### src/rtl/pll_reset_ctrl.sv
// rtl/pll_reset_ctrl.sv - PLL reset sequencing, lock qualification and PMA/PCS reset release
module pll_reset_ctrl #(
    parameter int RST_CYCLES    = 16,
    parameter int LOCK_TIMEOUT  = 10000,
    parameter int STABLE_CYCLES = 1024,
    parameter int CNT_W         = 8
) (
    input  logic             clk_in,
    input  logic             reset_n,
    input  logic             soft_reset,
    input  logic             pll_locked,
    output logic             pll_reset,
    output logic             pma_reset,
    output logic             ready,
    output logic [1:0]       state,
    output logic [CNT_W-1:0] timeout_cnt,
    output logic [CNT_W-1:0] lock_lost_cnt
);

    typedef enum logic [1:0] {
        RESET_PLL = 2'd0,
        WAIT_LOCK = 2'd1,
        STABLE    = 2'd2,
        RUN       = 2'd3
    } state_t;

    localparam int PH_MAX_A = (RST_CYCLES > LOCK_TIMEOUT) ? RST_CYCLES : LOCK_TIMEOUT;
    localparam int PH_MAX   = (PH_MAX_A > STABLE_CYCLES) ? PH_MAX_A : STABLE_CYCLES;
    localparam int PH_W     = $clog2(PH_MAX + 1);

    localparam logic [PH_W-1:0]  RST_LAST = PH_W'(RST_CYCLES - 1);
    localparam logic [PH_W-1:0]  TMO_LAST = PH_W'(LOCK_TIMEOUT - 1);
    localparam logic [PH_W-1:0]  STB_LAST = PH_W'(STABLE_CYCLES - 1);
    localparam logic [CNT_W-1:0] CNT_SAT  = {CNT_W{1'b1}};

    logic            locked_meta;
    logic            locked_s;
    state_t          state_r;
    state_t          state_nxt;
    logic [PH_W-1:0] phase_cnt;
    logic            tmo_evt;
    logic            lost_evt;

    // pll_locked is asynchronous to clk_in; only locked_s is used below
    always_ff @(posedge clk_in or negedge reset_n) begin
        if (!reset_n) begin
            locked_meta <= 1'b0;
            locked_s    <= 1'b0;
        end else begin
            locked_meta <= pll_locked;
            locked_s    <= locked_meta;
        end
    end

    always_comb begin
        state_nxt = state_r;
        tmo_evt   = 1'b0;
        lost_evt  = 1'b0;
        if (soft_reset) begin
            state_nxt = RESET_PLL;
        end else begin
            case (state_r)
                RESET_PLL: begin
                    if (phase_cnt == RST_LAST) state_nxt = WAIT_LOCK;
                end
                WAIT_LOCK: begin
                    if (locked_s) begin
                        state_nxt = STABLE;
                    end else if (phase_cnt == TMO_LAST) begin
                        state_nxt = RESET_PLL;
                        tmo_evt   = 1'b1;
                    end
                end
                STABLE: begin
                    if (!locked_s)                  state_nxt = WAIT_LOCK;
                    else if (phase_cnt == STB_LAST) state_nxt = RUN;
                end
                RUN: begin
                    if (!locked_s) begin
                        state_nxt = RESET_PLL;
                        lost_evt  = 1'b1;
                    end
                end
                default: state_nxt = RESET_PLL;
            endcase
        end
    end

    // Outputs are decoded from the next state so they switch on the same edge as state
    always_ff @(posedge clk_in or negedge reset_n) begin
        if (!reset_n) begin
            state_r   <= RESET_PLL;
            pll_reset <= 1'b1;
            pma_reset <= 1'b1;
            ready     <= 1'b0;
        end else begin
            state_r   <= state_nxt;
            pll_reset <= (state_nxt == RESET_PLL);
            pma_reset <= (state_nxt != RUN);
            ready     <= (state_nxt == RUN);
        end
    end

    // A soft reset restarts the RESET_PLL window even when already in RESET_PLL
    always_ff @(posedge clk_in or negedge reset_n) begin
        if (!reset_n) begin
            phase_cnt <= '0;
        end else if (soft_reset || (state_nxt != state_r)) begin
            phase_cnt <= '0;
        end else if (state_r != RUN) begin
            phase_cnt <= phase_cnt + PH_W'(1);
        end
    end

    always_ff @(posedge clk_in or negedge reset_n) begin
        if (!reset_n) begin
            timeout_cnt   <= '0;
            lock_lost_cnt <= '0;
        end else begin
            if (tmo_evt && (timeout_cnt != CNT_SAT))
                timeout_cnt <= timeout_cnt + CNT_W'(1);
            if (lost_evt && (lock_lost_cnt != CNT_SAT))
                lock_lost_cnt <= lock_lost_cnt + CNT_W'(1);
        end
    end

    assign state = state_r;

endmodule

### config.mk
export PLATFORM = sky130hd
export DESIGN_NAME = pll_reset_ctrl
export DESIGN_NICKNAME = d
export VERILOG_FILES = /design/src/rtl/pll_reset_ctrl.sv
export SDC_FILE = /design/constraint.sdc
export NUM_CORES = 1
export LEC_CHECK = 0
export CAP_MARGIN = 15
export CORE_MARGIN = 3
export CORE_UTILIZATION = 35
export CTS_CLUSTER_DIAMETER = 50
export DETAILED_ROUTE_END_ITERATION = 8
export GPL_ROUTABILITY_DRIVEN = 0
export GPL_TIMING_DRIVEN = 0
export SYNTH_ARGS = -nofsm -noshare
export SYNTH_HDL_FRONTEND = slang
export SYNTH_SLANG_ARGS = --single-unit
export TNS_END_PERCENT = 1
### constraint.sdc
create_clock -name clk_in -period 2.8 [get_ports clk_in]
set_clock_uncertainty 0.15 [all_clocks]
set_input_delay 0.42 -clock clk_in [delete_from_list [all_inputs] [get_ports clk_in]]
set_output_delay 0.42 -clock clk_in [all_outputs]
set_load 0.05 [all_outputs]
* Word-level counts from Yosys, hierarchy flattened
Cells that the tools add are included.
** Storage, ports and cells
- Flip-flop bits (word level) :: 37
- Output and inout bits :: 21
- Input bits :: 4
** Operators by class
- Reduce and logical (&&, ||, !) cells :: 6
- $add $sub $neg :: 3
- Mux-type cells :: 17
- Equality and inequality tests :: 12
** Operators with widths (number)
- 14-bit 2-to-1 mux :: 2
- 8-bit by 1-bit adder with 8-bit output, second input constant :: 2
- 8-bit inequality test, second input constant :: 2
- 14-bit by 1-bit adder with 14-bit output, second input constant :: 1
- 14-bit by 10-bit equality test with 1-bit output, second input constant :: 1
- 14-bit equality test, second input constant :: 1
- 14-bit by 4-bit equality test with 1-bit output, second input constant :: 1
- 2-bit 2-to-1 mux :: 7
- 2-bit one-hot mux with 4 select lines :: 1
- 1-bit 2-to-1 mux :: 7
- 2-bit equality test, second input constant :: 3
- 2-bit logical NOT :: 2
- 2-bit inequality test, second input constant :: 2
- 2-bit by 1-bit equality test with 1-bit output, second input constant :: 1
- 1-bit logical AND :: 2
- 2-bit inequality test :: 1
- 2-bit nonzero test :: 1
- 1-bit logical OR :: 1

* Depth between registers and ports, before layout
Gate-level depths: netlist of run 1.
- Word-level depth :: 8
- Depth in mapped cells :: 8
- Gate-level depth less buffers :: 7

* Worst setup path after synthesis of run 1
Ideal clock, no wire load.
- Kind :: register to register
- Start :: register timeout_cnt[2]
- End :: register timeout_cnt[1]
- Period minus slack after synthesis :: 2116 ps
- Stages on the path, launching flop included :: 6
- Data required time :: 2525 ps
- Path slack :: 684 ps
- Arrival :: 1841 ps
- Path through :: dfrtp_1 > and4_1 > nand4_1 > and3b_1 > buf_6 > mux2_4
** Between the ends
- Cells in the longest elaborated chain, start to end :: 2
** Ends and longest elaborated chain
- start: declaration :: RTL line 16 : output logic [CNT_W-1:0] timeout_cnt,
- start signal: assignment :: RTL line 121 : timeout_cnt <= timeout_cnt + CNT_W'(1);
- 8-bit inequality test :: RTL line 120 : if (tmo_evt && (timeout_cnt != CNT_SAT))
- 1-bit logical AND :: RTL line 120
Every way passes these cells.
A chain may end at the register's enable or synchronous reset.

* Worst setup path in the final report of run 1
- Start :: register timeout_cnt[2]
- End :: output port timeout_cnt[2]
No word-level cell between the ends.

==> summary.md, run 1 <==
| Metric | Value |
|---|---|
| Vias | 1480 |
| Root Buffer | clkbuf_8 |
| Cell Chain, Critical Path | clkdlybuf4s50_1 |
| TNS Setup | 0 ns |
| Rel. slew slack | 0.447 |
| IO Port Bufs | 24 |
| Max Freq | 451 MHz |
| Clock Latency Late Sink | 0.28 ns |
| Largest net degree at the start of global routing | 38 |
| Slowest-stage cell, CP | clkdlybuf4s50_1 |
| Peak supply drop | 0.317 mV |
| Mean Syn Cell Area | 11.2 um2 |
| Hold Crit Class | in -> async |
| Clk buf depth | 2 |
| Crit end category | primary output |
| Post-synth EDFFs | 0 |
| CP bufs+invs | 1 |
| Seq/Total Area, Yosys | 0.452 |
| Netlist cell types | 55 |
| WS Path Type | reg -> out |
| TritonCTS buffer count | 5 |
| Vias per Instance | 5.16 |
| Async S/R FF share, synth | 1.00 |
| Mapped Area | ~2100 um2 |
| CTS tree | yes |
| H-tree depth | 2 |
| # diodes | 0 |
| Die Area | 6830 um2 |
| Row count | 27 |
| Initial DRC Count | 94 |
| Die Wd | ~83 um |
| Top cell type's share of synthesized area | 0.426 |
| DP Wirelength | 3.01 mm |
| Power Dens Cells | between 400 and 500 nW/um2 |
| Required time worst endpoint | 2.23 ns |
| Wire per inst | 14.6 um |
| Synthesized instance count | 183 |
| Outcome | finished, final reports clean |
| Vias in the first global route | 1395 |
| CP startpoint | timeout_cnt[2] |
| R2R Setup Slk | 0.64 ns |
| Number of routed nets with antenna violations | 0 |
| Synth top area cells | dfrtp_1 43%, xor2_1 5.5%, xnor2_1 4.3% |
| Clock Sink Count | 37 |
| Largest delay share family, worst path | buffers and inverters |
| Max Cap Viol | 0 |
| Dpl ws | 0.294 ns |
| R2R Path Start | phase_cnt[0] |
| Critical path arrival | between 1.5 and 2 ns |
| Clock slew at reported path FFs | 0.08 ns |
| Gr usage total | 0.136 |
| Flops & latches, synth | 37 |
| Die Span Y | 82.6 um |
| R2R depth | 7 |
| Warnings from Yosys | 0 |
| Most used DFF post-synth | dfrtp_1 |
| Fillers | 552 |
| Final Setup Violations | 0 |
| Final Critical Period | 2.22 ns |
| TritonRoute pass-1 iters | 4 |
| Unrepaired setup endpoints after global routing | false |
| Final Hold Fails | 0 |
| Crit path capture | timeout_cnt[2] |
| Cts repair resizes | 0 |
| Initial Util | 0.367 |
| Final worst slack | 0.583 ns |
| Most common cell in the netlist | dfrtp_1 |
| CP startpoint kind | flop |
| Period utilisation layout | 0.792 |
| Gr ovfl total | 0 |
| Layout cells sized above 1 | 0.181 |
| Core area | 5610 um2 |
| Max incr delay on CP | 0.86 ns |
| Global-route wire length before repair | about 7.0 mm |
| Syn nets | 190 |
| Layout area overhead | 21.7% |
| Initial antenna violation count | 0 |
| Worst-margin pin slew | 0.829 ns |
| Final net count | 221 |
| Hold_buf cts | 0 |
| Ports | 25 |
| Max Slew Vio Count | 0 |
| Largest area contributor in the netlist | dfrtp_1 |
| DRC errors left | 0 |
| CP Max Fanout | 6 |
| Number of post-CTS setup repair buffers | 0 |
| Cell area after layout | 2500 um2 |
| Static Leak | 1.07 nW |
| Top cell types by occurrence after synthesis | 35 x dfrtp_1, 14 x nor2_1, 13 x xor2_1 |
| Crit Reg-Reg Endpoint | phase_cnt[8] |
| Total Power | ~1.1 mW |
| Crit path depth | 1 |
| Total routed wirelength | 4.18 mm |
| Placed Area | 2380 um2 |
## kinds of logic after synthesis
| group | Yosys count | share of synthesized area |
|---|---|---|
| AOI/OAI and AO/OA | 27 | 0.128 |
| xor gates and xnor gates | 25 | 0.114 |
| adders and majority gates | 3 | 0.0183 |
| buffers and inverters | 10 | 0.0274 |
| DFF | 37 | 0.452 |
| muxes | 3 | 0.0176 |
| and+or+nand+nor | 78 | 0.243 |
## per-layer routing
layer / global-route usage / vias to the layer above / wire length, um
met5: 0 / - / 0
met4: 0.0490 / 0 / 50
met3: 0.0369 / 5 / 209
met2: 0.205 / 37 / 1890
met1: 0.186 / 709 / 2030
li1: - / 729 / -
## worst min-delay path by stage
stage	startpoint	to	slack, ns	cells past startpoint
after floorplan	reset_n	lock_lost_cnt[0]	-0.03	0
after CTS	reset_n	lock_lost_cnt[0]	0.11	1
after global placement	locked_meta	locked_s	0.18	0
after detailed placement	locked_meta	locked_s	0.19	0
after global routing	reset_n	lock_lost_cnt[5]	0.14	1
final	reset_n	lock_lost_cnt[0]	0.08	1
## power breakdown
group          leakage [nW]  total, mW  internal [mW]  switching, mW
Sequential            0.503      0.544          0.539        0.00503
Clock                0.0574      0.484          0.290          0.194
Combinational         0.508     0.0362         0.0120         0.0242
## state kept, by name, indices dropped and copies added, names as in the netlist
name / count
lock_lost_cnt: 8
locked_meta: 1
locked_s: 1
phase_cnt: 14
pll_reset: 1
pma_reset: 1
ready: 1
state: 2
timeout_cnt: 8
## layout make-up
type                    instances  area (um2)  area share
multi-input cells             136        1070       0.428
flip-flops and latches         37         928       0.371
repair buffers                 24         235      0.0940
well taps                      72        90.1      0.0360
clock buffers                   6        82.6      0.0330
clock inverters                 2        37.5      0.0150
plain buffers                   4        33.8      0.0135
inverters                       6        22.5     0.00900
## layout by cell type, fill, tap and decap left out, types with 2 or more instances in the layout
cell,synthesis,routed
clkbuf_8,0,6
clkdlybuf4s50_1,0,23
dfrtp_1,35,35
ha_1,3,3
nand2_1,12,12
a21oi_1,3,3
nor2_1,14,14
buf_6,2,2
nor4_1,2,2
nand4_4,2,2
nor2b_1,3,3
nor3_2,3,3
a311oi_1,3,3
and4_1,3,3
nand4_1,5,5
a41oi_2,2,2
dfstp_2,2,2
xnor2_2,2,2
nor4b_2,2,2
a41oi_1,2,2
inv_1,5,5
and2_1,3,3
o211ai_1,3,3
xor2_1,13,13
nand3_2,2,2
nand3_1,11,11
nor3_1,4,4
xnor2_1,10,10
and3_1,4,4
## stage by stage
step	cells	hold WS, ns	util
floorplan	183	-0.0256	-
global placement	279	0.183	0.425
detailed placement	279	0.190	0.425
CTS	287	0.107	0.446
global route	287	0.140	0.446
finish	287	0.0774	0.446
Note: power is estimated with default switching activity, not from simulation.
==> inputs of run 2 (changes only) <==
==> constraint.sdc (replaced) <==
create_clock -name clk_in -period 2 [get_ports clk_in]
set_clock_uncertainty 0.15 [all_clocks]
set_input_delay 0.3 -clock clk_in [delete_from_list [all_inputs] [get_ports clk_in]]
set_output_delay 0.3 -clock clk_in [all_outputs]
set_load 0.05 [all_outputs]
==> run 2 against run 1 <==
  * The run now ends with negative setup slack left
  * Core utilization is 2.9 points higher
  * Cell count is 2.1% higher
  * Sequential share of layout area down 2.0 points
==> summary.md, run 2 (synthesized netlist as in run 1, its figures left out) <==
| Metric | Value |
|---|---|
| Vias per Instance | 5.28 |
| DRC errors left | 0 |
| Vias | about 1500 |
| Wire per inst | 14.5 um |
| Largest net degree at the start of global routing | 38 |
| H-tree depth | 2 |
| Required time worst endpoint | between 2 and 2.5 ns |
| Critical path arrival | 2.06 ns |
| Root Buffer | clkbuf_8 |
| CP bufs+invs | 1 |
| Row count | 27 |
| Max Slew Vio Count | 0 |
| Worst-margin pin slew | 0.817 ns |
| Total routed wirelength | roughly 4.3 mm |
| CP Max Fanout | 6 |
| Die Area | 6830 um2 |
| Dpl ws | -0.363 ns |
| Gr ovfl total | 0 |
| Hold_ws | 0.211 ns |
| CTS tree | yes |
| Failing checks | negative setup slack |
| Max incr delay on CP | 0.43 ns |
| Crit Reg-Reg Endpoint | phase_cnt[2] |
| Cell Chain, Critical Path | ha_4 -> and3_4 -> buf_6 -> a41oi_4 -> and2_4 -> nand2_2 -> a311oi_1 |
| Largest register FFs | 14 |
| Final net count | approximately 230 |
| WS Path Type | reg -> reg |
| Largest delay share family, worst path | simple AND/OR/NAND/NOR gates |
| Crit end category | flop |
| Largest regs | phase_cnt: 14 flops, lock_lost_cnt: 8 flops, timeout_cnt: 8 flops |
| Final Util | 0.475 |
| R2R Setup Slk | -0.02 ns |
| Final Setup Violations | 1 |
| DP Wirelength | 2.97 mm |
| Outcome | finished with violations |
| Commonest cells after routing, fill and taps aside | 29 x dfrtp_1, 14 x nor2_1, 13 x xor2_1 |
| Initial DRC Count | 95 |
| Clock Latency Late Sink | 0.29 ns |
| Met3 wire length | 165 um |
| Top layer in use | met4 |
| Max Freq | 495 MHz |
| Power Dens Cells | ~600 nW/um2 |
| Final worst slack | -0.0207 ns |
| Layout area overhead | 29.5% |
| CP startpoint kind | flop |
| Hold Crit Depth | 0 |
| R2R Path Start | phase_cnt[0] |
| Biggest register | phase_cnt |
| Layout cells sized above 1 | 0.258 |
| Unrepaired setup endpoints after global routing | true |
| Gr usage total | 0.138 |
| TritonRoute pass-1 iters | 5 |
| Hold EP | locked_s |
| Global-route wire length before repair | 7.08 mm |
| Most common cell after layout, fill and taps aside | dfrtp_1 |
| Rel. slew slack | 0.456 |
| M1 WL | 2.10 mm |
| Initial antenna violation count | 0 |
| Die Wd | just over 80 um |
| IO Port Bufs | 24 |
| Final Critical Period | 2.02 ns |
| Peak supply drop | between 0.4 and 0.5 mV |
| Clock Sink Count | 37 |
| Fillers | 540 |
| Clock slew at reported path FFs | around 0.07 ns |
| R2R depth | 7 |
| Hold Crit Class | reg -> reg |
| Slowest-stage cell, CP | dfrtp_1 |
| Total Power | about 1.6 mW |
| Core area | between 5000 and 6000 um2 |
| Hold path startpoint | locked_meta |
| Vias in the first global route | 1440 |
| Max Cap Viol | 0 |
| Ports | 25 |
| Final Hold Fails | 0 |
| Clk buf depth | 2 |
| TritonCTS buffer count | 5 |
| Met2 wirelength from detailed routing | slightly below 2 mm |
| Die Span Y | 82.6 um |
| # diodes | 0 |
| Initial Util | 0.367 |
| Static Leak | 1.28 nW |
| Period utilisation layout | 1.01 |
| Number of routed nets with antenna violations | 0 |
==> run 2: cell count changes in the layout (fill, tap and decap cells not counted), sizes merged <==
cell	before	now
clkdlybuf4s50	23	6
clkinvlp	1	0
buf	5	9
bufinv	1	2
dlygate4sd3	0	1
dlygate4sd2	0	10
dlymetal6s2s	0	7
clkinv	0	1
==> run 2: timing repair <==
action                                  in CTS  in global routing
resized for setup                           18                 15
hold endpoints to repair                    35                  0
endpoints found under the setup margin      23                 26
pin swaps                                    2                  4
hold buffers                                 1                  0
setup buffers                                0                  5
==> run 2: stage by stage <==
step                      TNS, ns  cell area (um2)  std cells
after global routing       -0.709             2660        293
after floorplan            -0.141             2060        183
after detailed placement    -4.30             2390        279
after CTS                  -0.166             2560        288
final                     -0.0207             2660        293
after global placement     -19.68             2390        279
==> run 2: layer usage <==
metal  vias to the layer above  track usage
met1                       762        0.197
met4                         0       0.0441
li1                        748            -
met3                         2       0.0380
met5                         -            0
met2                        34        0.200
==> run 2: worst reg2reg max path: cells and delay by family (launching register included) <==
kind	cells	cell delay, ns
flops	1	0.43
compound gates	2	0.49
fa+ha+maj	1	0.20
buf+inv	1	0.13
simple gates	3	0.54
==> run 2: worst max-delay path by stage <==
stage | from | end | slack [ns] | cells past startpoint
final | phase_cnt[0] | phase_cnt[2] | -0.02 | 7
after global routing | phase_cnt[0] | timeout_cnt[1] | -0.08 | 7
after CTS | soft_reset | phase_cnt[7] | -0.04 | 5
after detailed placement | soft_reset | lock_lost_cnt[6] | -0.36 | 6
after global placement | reset_n | timeout_cnt[2] | -0.55 | 1
after floorplan | timeout_cnt[4] | timeout_cnt[1] | -0.07 | 5
==> run 2: area by class of cell <==
| class | count | area (um2) | area share |
|---|---|---|---|
| Buffer | 4 | 35.0 | 0.0132 |
| Clock buffer | 5 | 68.8 | 0.0259 |
| Clock inverter | 3 | 65.1 | 0.0244 |
| Inverter | 6 | 22.5 | 0.00846 |
| Multi-Input combinational cell | 136 | 1160 | 0.434 |
| Sequential cell | 37 | 936 | 0.352 |
| Tap cell | 72 | 90.1 | 0.0339 |
| Timing Repair Buffer | 30 | 288 | 0.108 |
==> run 2: report_power, final <==
group          internal, mW  switching [mW]
clock                 0.495           0.267
sequential            0.755         0.00955
combinational        0.0215          0.0360
total                  1.27           0.313
==> inputs of run 3 (changes only) <==
--- a/config.mk
+++ b/config.mk
@@ -5,13 +5,14 @@
 export SDC_FILE = /design/constraint.sdc
 export NUM_CORES = 1
 export LEC_CHECK = 0
+export ABC_CLOCK_PERIOD_IN_PS = 2000
 export CAP_MARGIN = 15
 export CORE_MARGIN = 3
 export CORE_UTILIZATION = 35
 export CTS_CLUSTER_DIAMETER = 50
 export DETAILED_ROUTE_END_ITERATION = 8
 export GPL_ROUTABILITY_DRIVEN = 0
-export GPL_TIMING_DRIVEN = 0
+export GPL_TIMING_DRIVEN = 1
 export SYNTH_ARGS = -nofsm -noshare
 export SYNTH_HDL_FRONTEND = slang
 export SYNTH_SLANG_ARGS = --single-unit
==> run 3 against run 2 <==
  * The flow now finishes without violations
  * Highest routed layer unchanged
  * Via count grew 2.8%
  * Core utilization is 1.4 points higher
  * Critical endpoint is now timeout_cnt[1]
  * Clock-buffer cell count rose by 1
  * Largest power group unchanged
  * Combinational power increased by 19%
  * Critical path type is now reg -> out
  * Routed wire length grew 7.4%
==> summary.md, run 3 (synthesized netlist as in run 1, its figures left out) <==
| Metric | Value |
|---|---|
| Outcome | finished, final reports clean |
| Clk buf depth | 2 |
| Max Slew Vio Count | 0 |
| Wire per inst | between 10 and 15 um |
| CP startpoint kind | flop |
| CP startpoint | timeout_cnt[1] |
| Vias | 1589 |
| Largest regs | phase_cnt: 14 flops, lock_lost_cnt: 8 flops, timeout_cnt: 8 flops |
| Die Area | 6830 um2 |
| Ports | 25 |
| Crit Reg-Reg Endpoint | timeout_cnt[1] |
| P_int | 1.03 mW |
| Vias in the first global route | ~1500 |
| Gr usage total | 0.149 |
| Global-route wire length before repair | 7.71 mm |
| Commonest cells after routing, fill and taps aside | 39 x buf_4, 30 x dfrtp_1, 14 x nor2_1 |
| Most common cell after layout, fill and taps aside | buf_4 |
| Period utilisation layout | 0.977 |
| Combinational share of power | 0.050 |
| Placed Area | about 2500 um2 |
| Non-Filler Instances | 312 |
| Clock slew at reported path FFs | 0.08 ns |
| Initial DRC Count | 82 |
| Final Hold Fails | 0 |
| Total routed wirelength | 4.57 mm |
| WS Path Type | reg -> out |
| Power Dens Cells | about 500 nW/um2 |
| Largest net degree at the start of global routing | 38 |
| # diodes | 0 |
| R2R depth | 5 |
| TritonRoute pass-1 iters | 4 |
| Initial antenna violation count | 0 |
| Unrepaired setup endpoints after global routing | true |
| Largest register FFs | 14 |
| CP Max Fanout | 4 |
| Power share of the clock group | 0.389 |
| Hold Crit Depth | 0 |
| Total Power | about 1.4 mW |
| Peak supply drop | between 0.3 and 0.4 mV |
| Max Cap Viol | 0 |
| Core area | roughly 5600 um2 |
| Biggest register | phase_cnt |
| Static Leak | between 1 and 1.5 nW |
| Gr ovfl total | 0 |
| Crit end category | primary output |
| Required time worst endpoint | 1.55 ns |
| Final Critical Period | slightly below 2 ns |
| Vias per Instance | 5.09 |
| Largest delay share family, worst path | buffers and inverters |
| DRC errors left | 0 |
| H-tree depth | 2 |
| Root Buffer | clkbuf_8 |
| Hold EP | locked_s |
| Critical path arrival | 1.50 ns |
| Inst Count DP | 299 |
| R2R Setup Slk | approximately 0.06 ns |
| Number of routed nets with antenna violations | 0 |
| Clock Sink Count | 37 |
| Layout cells sized above 1 | 0.383 |
| Net Sw Power | 0.327 mW |
| Fillers | 545 |
| Hold path startpoint | locked_meta |
| Reg power frac | 0.561 |
| R2R Path Start | phase_cnt[6] |
| TritonCTS buffer count | 5 |
| Cell area after layout | 2740 um2 |
| IO Port Bufs | 24 |
| Rel. slew slack | 0.660 |
| Worst-margin pin slew | 0.510 ns |
| Final net count | 246 |
| Slowest-stage cell, CP | clkdlybuf4s50_1 |
| Die Span Y | 82.6 um |
| Hold Crit Class | reg -> reg |
| Sw frac | 0.241 |
| CTS tree | yes |
| Max Freq | between 500 and 600 MHz |
| Cell Chain, Critical Path | clkdlybuf4s50_1 |
| Row count | 27 |
| Max incr delay on CP | 0.82 ns |
| Final Setup Violations | 0 |
| DP Wirelength | 3.21 mm |
| Layout area overhead | 33.2% |
| CP bufs+invs | 1 |
| Clock Latency Late Sink | 0.29 ns |
| Die Wd | 82.6 um |
| Initial Util | 0.367 |
run 3: cell count changes in the layout (fill, tap and decap cells not counted), sizes merged:
cell           change
clkdlybuf4s50      -1
bufinv             -2
clkinv             -1
dlygate4sd2       -10
clkinvlp           +2
dlymetal6s2s       -5
clkbuf             +1
buf               +35
run 3: how the worst max path moves through the flow:
stage,cells past startpoint,end
finish,1,timeout_cnt[1]
global route,5,timeout_cnt[1]
CTS,6,timeout_cnt[4]
detailed placement,6,lock_lost_cnt[6]
floorplan,5,timeout_cnt[1]
global placement,6,phase_cnt[4]
run 3: final cells by class:
type / count / area, um2 / area share
Clock buffer: 6 / 72.6 / 0.0265
Clock inverter: 2 / 15.0 / 0.00548
Inverter: 6 / 22.5 / 0.00822
Multi-Input combinational cell: 136 / 1140 / 0.416
Sequential cell: 37 / 935 / 0.341
Tap cell: 72 / 90.1 / 0.0329
Timing Repair Buffer: 53 / 465 / 0.170
run 3: metal layers:
layer,GRT usage,wire length [um],vias to the layer above
met4,0.0556,70,0
met1,0.204,2140,776
met5,0,0,-
met2,0.229,2190,30
met3,0.0347,176,6
li1,-,-,777
run 3: repair_timing:
action,4_1_cts,5_1_grt
pin swaps,2,5
resized for setup,2,17
setup endpoints to repair,5,21
gates cloned,0,0
hold buffers,1,0
hold endpoints to repair,35,0
setup buffers,0,4
run 3: through the flow:
step                      worst slack (ns)  hold slack [ns]  utilization   TNS, ns
after global routing               -0.0303            0.205        0.488    -0.113
final                               0.0458            0.200        0.488         0
after detailed placement           -0.0467            0.185        0.451    -0.196
after floorplan                    -0.0693           -0.146            -    -0.141
after CTS                         -0.00493            0.204        0.470  -0.00921
after global placement             -0.0166            0.183        0.451   -0.0212
run 3: power groups by stage:
stage / logic [mW] / clock network [mW] / registers [mW]
floorplan: 0.0241 / 0 / 0.775
finish: 0.0683 / 0.528 / 0.761
global placement: 0.0669 / 0 / 0.776
CTS: 0.0693 / 0.550 / 0.761
global route: 0.0787 / 0.573 / 0.762
detailed placement: 0.0675 / 0 / 0.776
